$ cat src/rtl/dct_pkg.sv
// Shared types and helpers for the DCT input framer.
// Latency: n/a (package only).
// Backpressure: n/a (package only).
// Contents: default frame/format sizes, the IEEE-754 sample struct,
// bitrev() for index reversal and is_denorm() for a sample_t.
package dct_pkg;

    localparam int DCT_POINT_DFLT = 16;
    localparam int M_DFLT         = 23;
    localparam int E_DFLT         = 8;

    typedef struct packed {
        logic              sign;
        logic [E_DFLT-1:0] exp;
        logic [M_DFLT-1:0] man;
    } sample_t;

    // Reverse the low n bits of idx; bits at and above n come back as 0.
    function automatic logic [31:0] bitrev(input logic [31:0] idx, input int n);
        logic [31:0] r;
        r = '0;
        for (int i = 0; i < 32; i++) begin
            if (i < n) begin
                r = r | (((idx >> i) & 32'd1) << (n - 1 - i));
            end
        end
        return r;
    endfunction

    // Subnormal: zero exponent field with a non-zero mantissa.
    function automatic logic is_denorm(input sample_t s);
        return (s.exp == '0) && (s.man != '0);
    endfunction

endpackage

$ cat src/rtl/dct_stream_framer_if.sv
// Handshake bundle between sample producer, framer and DCT engine.
// Latency: n/a (wiring only).
// Backpressure: in_ready/out_ready carry the valid/ready stall in each direction.
// slave  = framer view (consumes in_*, produces out_*, frame_err).
// master = environment view (produces in_*, bitrev_mode, out_ready).
interface dct_stream_framer_if #(
    parameter int W  = 32,
    parameter int IW = 4
) ();
    logic          in_valid;
    logic          in_ready;
    logic [W-1:0]  in_data;
    logic          in_last;
    logic          bitrev_mode;
    logic          out_valid;
    logic          out_ready;
    logic [W-1:0]  out_data;
    logic [IW-1:0] out_index;
    logic          out_last;
    logic          frame_err;

    modport slave (
        input  in_valid, in_data, in_last, bitrev_mode, out_ready,
        output in_ready, out_valid, out_data, out_index, out_last, frame_err
    );

    modport master (
        output in_valid, in_data, in_last, bitrev_mode, out_ready,
        input  in_ready, out_valid, out_data, out_index, out_last, frame_err
    );
endinterface

$ cat src/rtl/dct_pingpong_bank.sv
// Two sample banks with a write port, combinational read port and per-bank full flags.
// Latency: write visible on the next cycle; read is combinational.
// Backpressure: none internally; the caller only writes a non-full bank and reads a full one.
// Ports: clk/reset, wr_en/wr_bank/wr_addr/wr_data, wr_close (mark bank full),
// rd_bank/rd_addr -> rd_data, rd_close (mark bank empty), full[1:0].
module dct_pingpong_bank #(
    parameter int N = 16,
    parameter int W = 32
) (
    input  logic                 clk,
    input  logic                 reset,
    input  logic                 wr_en,
    input  logic                 wr_bank,
    input  logic [$clog2(N)-1:0] wr_addr,
    input  logic [W-1:0]         wr_data,
    input  logic                 wr_close,
    input  logic                 rd_bank,
    input  logic [$clog2(N)-1:0] rd_addr,
    input  logic                 rd_close,
    output logic [W-1:0]         rd_data,
    output logic [1:0]           full
);
    // Storage is deliberately not reset: a bank is only read once it has
    // been completely written since the last reset.
    logic [W-1:0] mem [2][N];

    always_ff @(posedge clk) begin
        if (wr_en) begin
            mem[wr_bank][wr_addr] <= wr_data;
        end
    end

    assign rd_data = mem[rd_bank][rd_addr];

    // Closing a write and closing a read always hit different banks (one
    // is non-full, the other full), so both updates can land together.
    always_ff @(posedge clk) begin
        if (reset) begin
            full <= '0;
        end else begin
            if (wr_close) full[wr_bank] <= 1'b1;
            if (rd_close) full[rd_bank] <= 1'b0;
        end
    end
endmodule

$ cat src/rtl/dct_stream_framer.sv
// Ping-pong framer: groups serial samples into DCT_POINT frames, emits them natural or bit-reversed.
// Latency: out_valid rises the cycle after a frame's last sample is accepted.
// Backpressure: in_ready drops while both banks are full; out side stalls on out_ready; en=0 freezes both.
// Ports: clk, reset (sync, active-high), en, s (slave modport: in_valid/in_ready/in_data/in_last,
// bitrev_mode, out_valid/out_ready/out_data/out_index/out_last, frame_err).
// Build option: DCT_FRAMER_DENORM_FLUSH_EN flushes subnormal inputs to signed zero on write.
module dct_stream_framer
    import dct_pkg::*;
#(
    parameter int DCT_POINT = DCT_POINT_DFLT,
    parameter int M         = M_DFLT,
    parameter int E         = E_DFLT
) (
    input  logic                clk,
    input  logic                reset,
    input  logic                en,
    dct_stream_framer_if.slave  s
);
    localparam int            W        = M + E + 1;
    localparam int            IW       = $clog2(DCT_POINT);
    localparam logic [IW-1:0] LAST_IDX = IW'(DCT_POINT - 1);

    logic          wr_bank, rd_bank;
    logic [IW-1:0] wr_idx, rd_cnt, rd_addr;
    logic          mode_q;
    logic          frame_err_q;
    logic [1:0]    full;
    logic [W-1:0]  wr_data, rd_data;
    logic          valid_int, accept, hs, wr_close, rd_close;

    assign s.in_ready = ~reset & en & ~full[wr_bank];
    assign valid_int  = ~reset & en & full[rd_bank];
    assign accept     = s.in_valid & s.in_ready;
    assign hs         = valid_int & s.out_ready;
    // The sample count closes a frame; in_last only feeds the framing check.
    assign wr_close   = accept & (wr_idx == LAST_IDX);
    assign rd_close   = hs & (rd_cnt == LAST_IDX);

    // At rd_cnt == 0 the address is 0 in either mode, so the not-yet-latched
    // mode_q cannot affect the first sample.
    assign rd_addr = mode_q ? IW'(bitrev(32'(rd_cnt), IW)) : rd_cnt;

    always_comb begin
        wr_data = s.in_data;
`ifdef DCT_FRAMER_DENORM_FLUSH_EN
        // NaN/Inf have an all-ones exponent and are left untouched.
        if ((s.in_data[M+E-1:M] == '0) && (s.in_data[M-1:0] != '0)) begin
            wr_data = {s.in_data[W-1], {(W-1){1'b0}}};
        end
`endif
    end

    dct_pingpong_bank #(.N(DCT_POINT), .W(W)) u_bank (
        .clk      (clk),
        .reset    (reset),
        .wr_en    (accept),
        .wr_bank  (wr_bank),
        .wr_addr  (wr_idx),
        .wr_data  (wr_data),
        .wr_close (wr_close),
        .rd_bank  (rd_bank),
        .rd_addr  (rd_addr),
        .rd_close (rd_close),
        .rd_data  (rd_data),
        .full     (full)
    );

    always_ff @(posedge clk) begin
        if (reset) begin
            wr_bank     <= 1'b0;
            wr_idx      <= '0;
            rd_bank     <= 1'b0;
            rd_cnt      <= '0;
            mode_q      <= 1'b0;
            frame_err_q <= 1'b0;
        end else begin
            frame_err_q <= accept & (s.in_last != (wr_idx == LAST_IDX));
            // Mode is sampled while a frame waits at its first sample, so a
            // change mid-frame only applies to the next frame.
            if (valid_int && (rd_cnt == '0)) begin
                mode_q <= s.bitrev_mode;
            end
            if (accept) begin
                wr_idx <= wr_close ? '0 : wr_idx + 1'b1;
                if (wr_close) wr_bank <= ~wr_bank;
            end
            if (hs) begin
                rd_cnt <= rd_close ? '0 : rd_cnt + 1'b1;
                if (rd_close) rd_bank <= ~rd_bank;
            end
        end
    end

    assign s.out_valid = valid_int;
    assign s.out_data  = valid_int ? rd_data : '0;
    assign s.out_index = valid_int ? rd_addr : '0;
    assign s.out_last  = valid_int & (rd_cnt == LAST_IDX);
    assign s.frame_err = frame_err_q;
endmodule
$ cat src/flat_wrapper.sv
// flat-port wrapper written by rule: the top's interface ports become plain ports
module dct_stream_framer_flat import dct_pkg::*;
#(
    parameter int DCT_POINT = DCT_POINT_DFLT,
    parameter int M         = M_DFLT,
    parameter int E         = E_DFLT
)
  (clk, reset, en, s_in_valid, s_in_data, s_in_last, s_bitrev_mode, s_out_ready, s_in_ready, s_out_valid, s_out_data, s_out_index, s_out_last, s_frame_err);
  dct_stream_framer_if s_i ();
  input  logic clk;
  input  logic reset;
  input  logic en;
  input wire logic [$bits(s_i.in_valid)-1:0] s_in_valid;
  input wire logic [$bits(s_i.in_data)-1:0] s_in_data;
  input wire logic [$bits(s_i.in_last)-1:0] s_in_last;
  input wire logic [$bits(s_i.bitrev_mode)-1:0] s_bitrev_mode;
  input wire logic [$bits(s_i.out_ready)-1:0] s_out_ready;
  output wire logic [$bits(s_i.in_ready)-1:0] s_in_ready;
  output wire logic [$bits(s_i.out_valid)-1:0] s_out_valid;
  output wire logic [$bits(s_i.out_data)-1:0] s_out_data;
  output wire logic [$bits(s_i.out_index)-1:0] s_out_index;
  output wire logic [$bits(s_i.out_last)-1:0] s_out_last;
  output wire logic [$bits(s_i.frame_err)-1:0] s_frame_err;
  assign s_i.in_valid = s_in_valid;
  assign s_i.in_data = s_in_data;
  assign s_i.in_last = s_in_last;
  assign s_i.bitrev_mode = s_bitrev_mode;
  assign s_i.out_ready = s_out_ready;
  assign s_in_ready = s_i.in_ready;
  assign s_out_valid = s_i.out_valid;
  assign s_out_data = s_i.out_data;
  assign s_out_index = s_i.out_index;
  assign s_out_last = s_i.out_last;
  assign s_frame_err = s_i.frame_err;
  dct_stream_framer #(.DCT_POINT(DCT_POINT), .M(M), .E(E)) u_core (.clk(clk), .reset(reset), .en(en), .s(s_i));
endmodule
$ cat config.mk
export PLATFORM = sky130hd
export DESIGN_NAME = dct_stream_framer_flat
export DESIGN_NICKNAME = d
export VERILOG_FILES = /design/src/rtl/dct_pkg.sv /design/src/rtl/dct_stream_framer_if.sv /design/src/rtl/dct_pingpong_bank.sv /design/src/rtl/dct_stream_framer.sv /design/src/flat_wrapper.sv
export SDC_FILE = /design/constraint.sdc
export NUM_CORES = 1
export LEC_CHECK = 0
export BUFFER_PORTS_ARGS = -buffer_cell sky130_fd_sc_hd__buf_2
export CAP_MARGIN = 20
export CORE_ASPECT_RATIO = 0.75
export CORE_UTILIZATION = 60
export CTS_CLUSTER_SIZE = 10
export DETAILED_ROUTE_END_ITERATION = 12
export PLACE_DENSITY = 0.78
export SYNTH_ARGS = -nofsm -noshare
export SYNTH_HDL_FRONTEND = slang
export SYNTH_SLANG_ARGS = --single-unit
$ cat constraint.sdc
create_clock -name clk -period 9.9 [get_ports clk]
set_input_delay 0.495 -clock clk [delete_from_list [all_inputs] [get_ports clk]]
set_output_delay 0.495 -clock clk [all_outputs]
set_load 0.02 [all_outputs]
Word level (Yosys, flattened, before mapping)
Memory sizes are Yosys's and may differ from the RTL's. A register that Yosys moved wholly into a read port is not among the register bits.
Cells that the tools add are included.
W data, S select, Z words.
Word-level totals
  register bits: 14
  RAM bits: 1024
  input port bits: 39
  output and inout port bits: 40
  word-level logic and storage cells: 73
  memories: 1
Memory list
  u_core.u_bank.mem: depth 2, width 512, read ports 1, clocked after memory_dff 1, wr ports 1, RTL line dct_pingpong_bank.sv:25  | logic [W-1:0] mem [2][N];
Operators by class
  $add $sub $neg: 2
  magnitude comparators: 7
  equal/unequal tests: 3
  mux-type cells: 25
  bitwise gates (word level): 21
  reduce and logical (&&, ||, !) cells: 7
Operators by type and width (count)
  $mux W512: 1
  $bmux W32 S4: 1
  $demux W32 S4: 1
  $mux W32: 4
  $mux W4: 4
  $ge A5 B5 Y1 const B: 2
  $not A4 Y5: 2
  $and A1 B1 Y1: 9
  $mux W1: 9
  $add A4 B1 Y4 const B: 2
  $eq A4 B4 Y1 const B: 2
  $mux W2: 3
  $lt A5 B1 Y1 const B: 1
  $logic_and A1 B1 Y1: 4
  $logic_not A4 Y1: 1
  $lt A1 B2 Y1 const B: 2
  $not A1 Y1: 4
  $or A4 B1 Y4: 1
  $or A4 B2 Y4: 1
  $or A4 B3 Y4: 1
  $reduce_and A2 Y1: 2
  $and A2 B2 Y2: 1
  $demux W1 S1: 2
  $ge A1 B1 Y1 const B: 2
  3 further kinds: 3

Depth between registers and ports, before layout
  depth in word-level cells: 10
  gate-level depth with buffers: 10
  depth with buffers taken out: 6

Modules after synthesis
Synthesis repeated with hierarchy kept, for this count alone.
Unflattened totals
  cells, all modules: 2364
  area total of the unflattened synthesis: 40900.5 um^2
By module, submodules not included
  dct_pingpong_bank: times used 1, cells each 2242, area each 39948.3 um^2, seq. area each 30789.5 um^2
  dct_stream_framer: times used 1, cells each 122, area each 952.2 um^2, seq. area each 240.2 um^2

Worst setup path before layout
No wires, ideal clock.
  kind: input-to-reg
  start: in reset
  end: mem u_core.u_bank.mem[0][64] (netlist name), enable pin
  library setup time: 0.461 ns
  data arrival time: 3.987 ns
  data required time: 9.439 ns
  path slack: 5.452 ns
  stages on the path: 4
  buffers on the path: 0
  cells stage by stage: nand2b_1 -> a2111oi_2 -> nand2_1 -> nor3_1
Between the ends
  word-level cells in the longest chain between the ends: 6
RTL lines
  start: declaration: RTL line flat_wrapper.sv:11  | input logic reset;
  $not A1 Y1: RTL line dct_stream_framer.sv:31  | assign s.in_ready = ~reset & en & ~full[wr_bank];
  $and A1 B1 Y1 (2 in a row): RTL line dct_stream_framer.sv:31
  $and A1 B1 Y1: RTL line dct_stream_framer.sv:33  | assign accept = s.in_valid & s.in_ready;
  $mux W1: RTL line dct_pingpong_bank.sv:28  | if (wr_en) begin
  $mux W512 (implied by the code): RTL line dct_pingpong_bank.sv:29  | mem[wr_bank][wr_addr] <= wr_data;
  end: declaration: RTL line dct_pingpong_bank.sv:25
Every way passes these cells.

Final worst setup path
  start: reg u_core.mode_q
  end: out s_out_data[19]
Between the ends
  word-level cells in the longest chain between the ends: 6
RTL lines
  start: declaration: RTL line dct_stream_framer.sv:25  | logic mode_q;
  start signal: assignment: RTL line dct_stream_framer.sv:81  | mode_q <= s.bitrev_mode;
  $mux W4: RTL line dct_stream_framer.sv:41  | assign rd_addr = mode_q ? IW'(bitrev(32'(rd_cnt), IW)) : rd_cnt;
  $not A4 Y5 (implied by the code): RTL line dct_pingpong_bank.sv:33  | assign rd_data = mem[rd_bank][rd_addr];
  $bmux W32 S4: RTL line dct_pingpong_bank.sv:33
  $mux W32 (implied by the code) (2 in a row): RTL line dct_pingpong_bank.sv:33
  $mux W32: RTL line dct_stream_framer.sv:95  | assign s.out_data = valid_int ? rd_data : '0;
  end: declaration: RTL line flat_wrapper.sv:20  | output wire logic [$bits(s_i.out_data)-1:0] s_out_data;
Every way passes these cells. The select of a mux whose other input is x is not followed.

==> run summary <==
The final route contains 20260 vias. The worst setup path is captured at an output pin. 0 antenna diodes ended up in the layout.

The number of antenna violations at the first check in global routing was 2. 79 I/O pins were placed. Setup violations remaining at the end of the flow were counted as 0.

The largest single stage delay on the critical path is 0.72 ns. After legalization and detailed placement, the total HPWL measured 47.0 mm. The cell sitting at the root of the clock tree is a sky130_fd_sc_hd__clkbuf_16.

The most critical setup path has its startpoint at u_core.mode_q. The tree built by TritonCTS fans out to 1039 sinks. Together, buffers and inverters on the worst path number 2. The cell area that synthesis handed to floorplanning was 40600 sq um. The clock-pin slew on the worst setup and hold paths is 0.06 ns. The standard cell with the maximum stage delay on the critical path was sky130_fd_sc_hd__mux2_8. The final core utilization came out at 67.6%. The critical path is of the flip-flop to output pin type. The average detailed-routed wire length per instance is 30.8 um, and the minimum clock period after layout is 5.02 ns. Of the cells placed in the final design, the portion with a size suffix greater than 1 is 21.9%. Static timing analysis puts the maximum clock frequency at 199 MHz. The count of instances resized after the clock tree is built is 0. In this run the core area contains 82 standard-cell rows. Summing the sequential cell areas from Yosys gives 76.5% of the chip area. In the routed design, unresolved DRC markers number 0.

The path class of the tightest hold or removal check is input port to flip-flop. Clock tree synthesis inserted a total of 114 buffers. Synthesis produced a netlist whose cell count is 1971.

The signal on the critical path passes through mux2_8, buf_12, mux2i_1, mux4_2, o22ai_1, or3_1, buf_2. The detailed router's first-iteration violation count is 2685, and the number of synthesized flops with an enable pin is 1024. The worst pin sits at a relative slew slack of 20.1%.

The number of distinct library cells after synthesis was 44. In this run the most critical hold path is launched from s_bitrev_mode. Leaving out fill and tap cells, the most frequent cells in the layout are 1024 x sky130_fd_sc_hd__edfxtp_1, 257 x sky130_fd_sc_hd__mux2i_1, 173 x sky130_fd_sc_hd__mux4_2. The clock passes through at most 3 buffers.

The synthesized netlist devotes 1.47% of its cell area to compound gates. After synthesis, the largest area contributor takes up 75.8% of total cell area. The final cell count without fillers was 3020; the sum of internal, switching and leakage power was 8.59 mW. Global-route wire length before repair: 133 mm.

The average via count per standard cell was 6.71; the worst path arrival time was 4.52 ns. The synthesized design spends more area on one cell type than any other, namely sky130_fd_sc_hd__edfxtp_1. The area growth from synthesis to layout is 11.4%. In this run, synthesis produced a sequential element count of 1039. The tools report the routed wire length as 93.1 mm. TritonCTS built the clock tree. Of the total synthesized cell area, the portion taken by XOR and XNOR cells is 0.151%. After synthesis, the cell types taking the most area are sky130_fd_sc_hd__edfxtp_1 76%, sky130_fd_sc_hd__mux4_2 9.6%, sky130_fd_sc_hd__mux2i_1 6.3%. Measured against the total synthesized area, the mux share comes to 17.4%. Among cell families on the critical path, the largest total delay comes from multiplexers. For the net total in the final layout, the log shows 2152. The peak ir drop on the vdd network is 0.153 mV, and the clock insertion delay at the later pin of the skew report is 0.68 ns.

The die area was 68700 sq um. The total of buffers placed on input and output ports is 78, and the starting density of the core is 60.7%. The critical path data required time is 9.41 ns, and the post-route cell area is 45200 sq um. Power spread over the standard cell area amounts to 190 nW/um^2. STA classifies the critical path startpoint as a flip-flop. For this run, the leading register cell type out of synthesis is sky130_fd_sc_hd__edfxtp_1. The global routing usage summed across all routing layers was 27.5%; the number of H-tree levels was 3.

Setup repair after global routing left no endpoint under its margin. The setup TNS after final layout was 0 ns. The tools report the max-capacitance violation count as 0. The region available for standard cell placement spans 66900 sq um. For the final worst-path setup slack, the log shows 4.88 ns. The logs give 0 for the hold violation count in the final report and 2016 for the post-synthesis net count.

The largest net degree at the start of global routing was 143. For this run, the number of Yosys warnings is 0. For this run the aggregate overflow at the end of global routing stands at 0. Simple-gate area share of the yosys netlist: 2.72%. Across all hold checks on the routed design, the worst slack comes to 0.0789 ns. Via count of the first global-routing pass: 20004.

The clock tree skew after final layout is 0.0273 ns. Leaving out fill and tap cells, the most frequent cell in the layout is sky130_fd_sc_hd__edfxtp_1. Combinational family with the most area after synthesis: multiplexers.

The synthesized area divided by synthesized cell count was 20.6 sq um; the share of the clock period used by the worst path was 50.7%. The worst slack after detailed placement is 5.44 ns, and the peak fanout along the critical path is 142. The routability congestion estimate from global placement is 0.813.

The post-place instance area came out at 42100 sq um. The run gives 0 as the total of hold buffers inserted after clock tree synthesis. The share of synthesized cell area in full adder, half adder and majority cells came out at 0.185%.

The total placed cells including tap cells came out at 2871. Counting flops with an async set or reset pin after synthesis yields a share of 0%. In this run the remaining antenna-violating nets after routing total 0. The horizontal extent of the die is 302 um.

The worst flop-to-flop path startpoint was u_core.wr_bank. For this run, the detailed router's first-pass iteration total came to 5. The run finished with clean final reports. For the static leakage, the log shows 13.8 nW.

Post-CTS timing repair inserted 0 buffers for setup. At the pin with the least slew margin, the transition time is 1.20 ns. The number of slew-limit violations in the final report is 0. The die is 227 um tall.
worst min-delay path, cell delays in order:
cell and delay (ns):
sky130_fd_sc_hd__buf_2 0.08, sky130_fd_sc_hd__mux2i_1 0.06, sky130_fd_sc_hd__nor2_1 0.08
cell families after synthesis:
| kind of cell | after synthesis |
|---|---|
| XOR/XNOR | 7 |
| flip-flops | 1039 |
| AO/OA/AOI/OAI | 104 |
| adder cells (fa/ha/maj) | 6 |
| multiplexers | 456 |
| buffers and inverters | 111 |
| AND/OR/NAND/NOR | 248 |
power breakdown:
| part | internal [mW] | total (mW) | switching [mW] |
|---|---|---|---|
| clock network | 2.10 | 3.67 | 1.57 |
| registers | 4.84 | 4.84 | 0.00181 |
| logic | 0.0125 | 0.0831 | 0.0706 |
| total | 6.95 | 8.59 | 1.64 |
registers in the layout (all words and copies together), names as in the netlist, named ones only:
name / count
u_core.rd_bank: 1
u_core.mode_q: 1
u_core.u_bank.full: 2
u_core.wr_bank: 1
u_core.wr_idx: 4
u_core.s.frame_err: 1
u_core.u_bank.mem: 1024
u_core.rd_cnt: 4
layer usage:
layer	track usage, %	up-vias	part of all wire [%]
li1	-	8276	-
met1	38.9	10485	39
met2	42.7	1280	47
met3	6.17	217	10
met4	10.3	2	3.7
met5	0	-	0.014
cell type report:
| cell class | instances | area (sq um) |
|---|---|---|
| clock buffer | 142 | 3020 |
| clock inverter | 5 | 72.6 |
| fill | 4070 | 21700 |
| inverter | 7 | 26.3 |
| timing repair buffer | 124 | 786 |
| tap | 882 | 1100 |
| multi-input combinational | 821 | 9160 |
| sequential | 1039 | 31100 |
cells in the mapped netlist (all sizes together) (2+ instances only):
cell type	number
nor2b	2
inv	7
xnor2	3
dfxtp	15
or3	32
and3	3
clkbuf	30
nand3b	3
nand4	2
buf	74
a21oi	63
nor2	44
nand2	133
o22ai	32
edfxtp	1024
nand3	6
mux2	5
nor3	9
mux2i	258
ha	6
mux4	193
or3b	2
xor2	4
nand2b	7
final timing paths:
check | endpoint | slack [ns] | depth (start not counted)
worst max-delay path | s_out_data[19] | 4.88 | 7
worst min-delay path | u_core.mode_q | 0.08 | 3
worst max register to register | u_core.u_bank.mem[1][250] | 6.12 | 6
worst min register to register | u_core.u_bank.full[1] | 0.55 | 2
(Power assumes the default switching activity.)
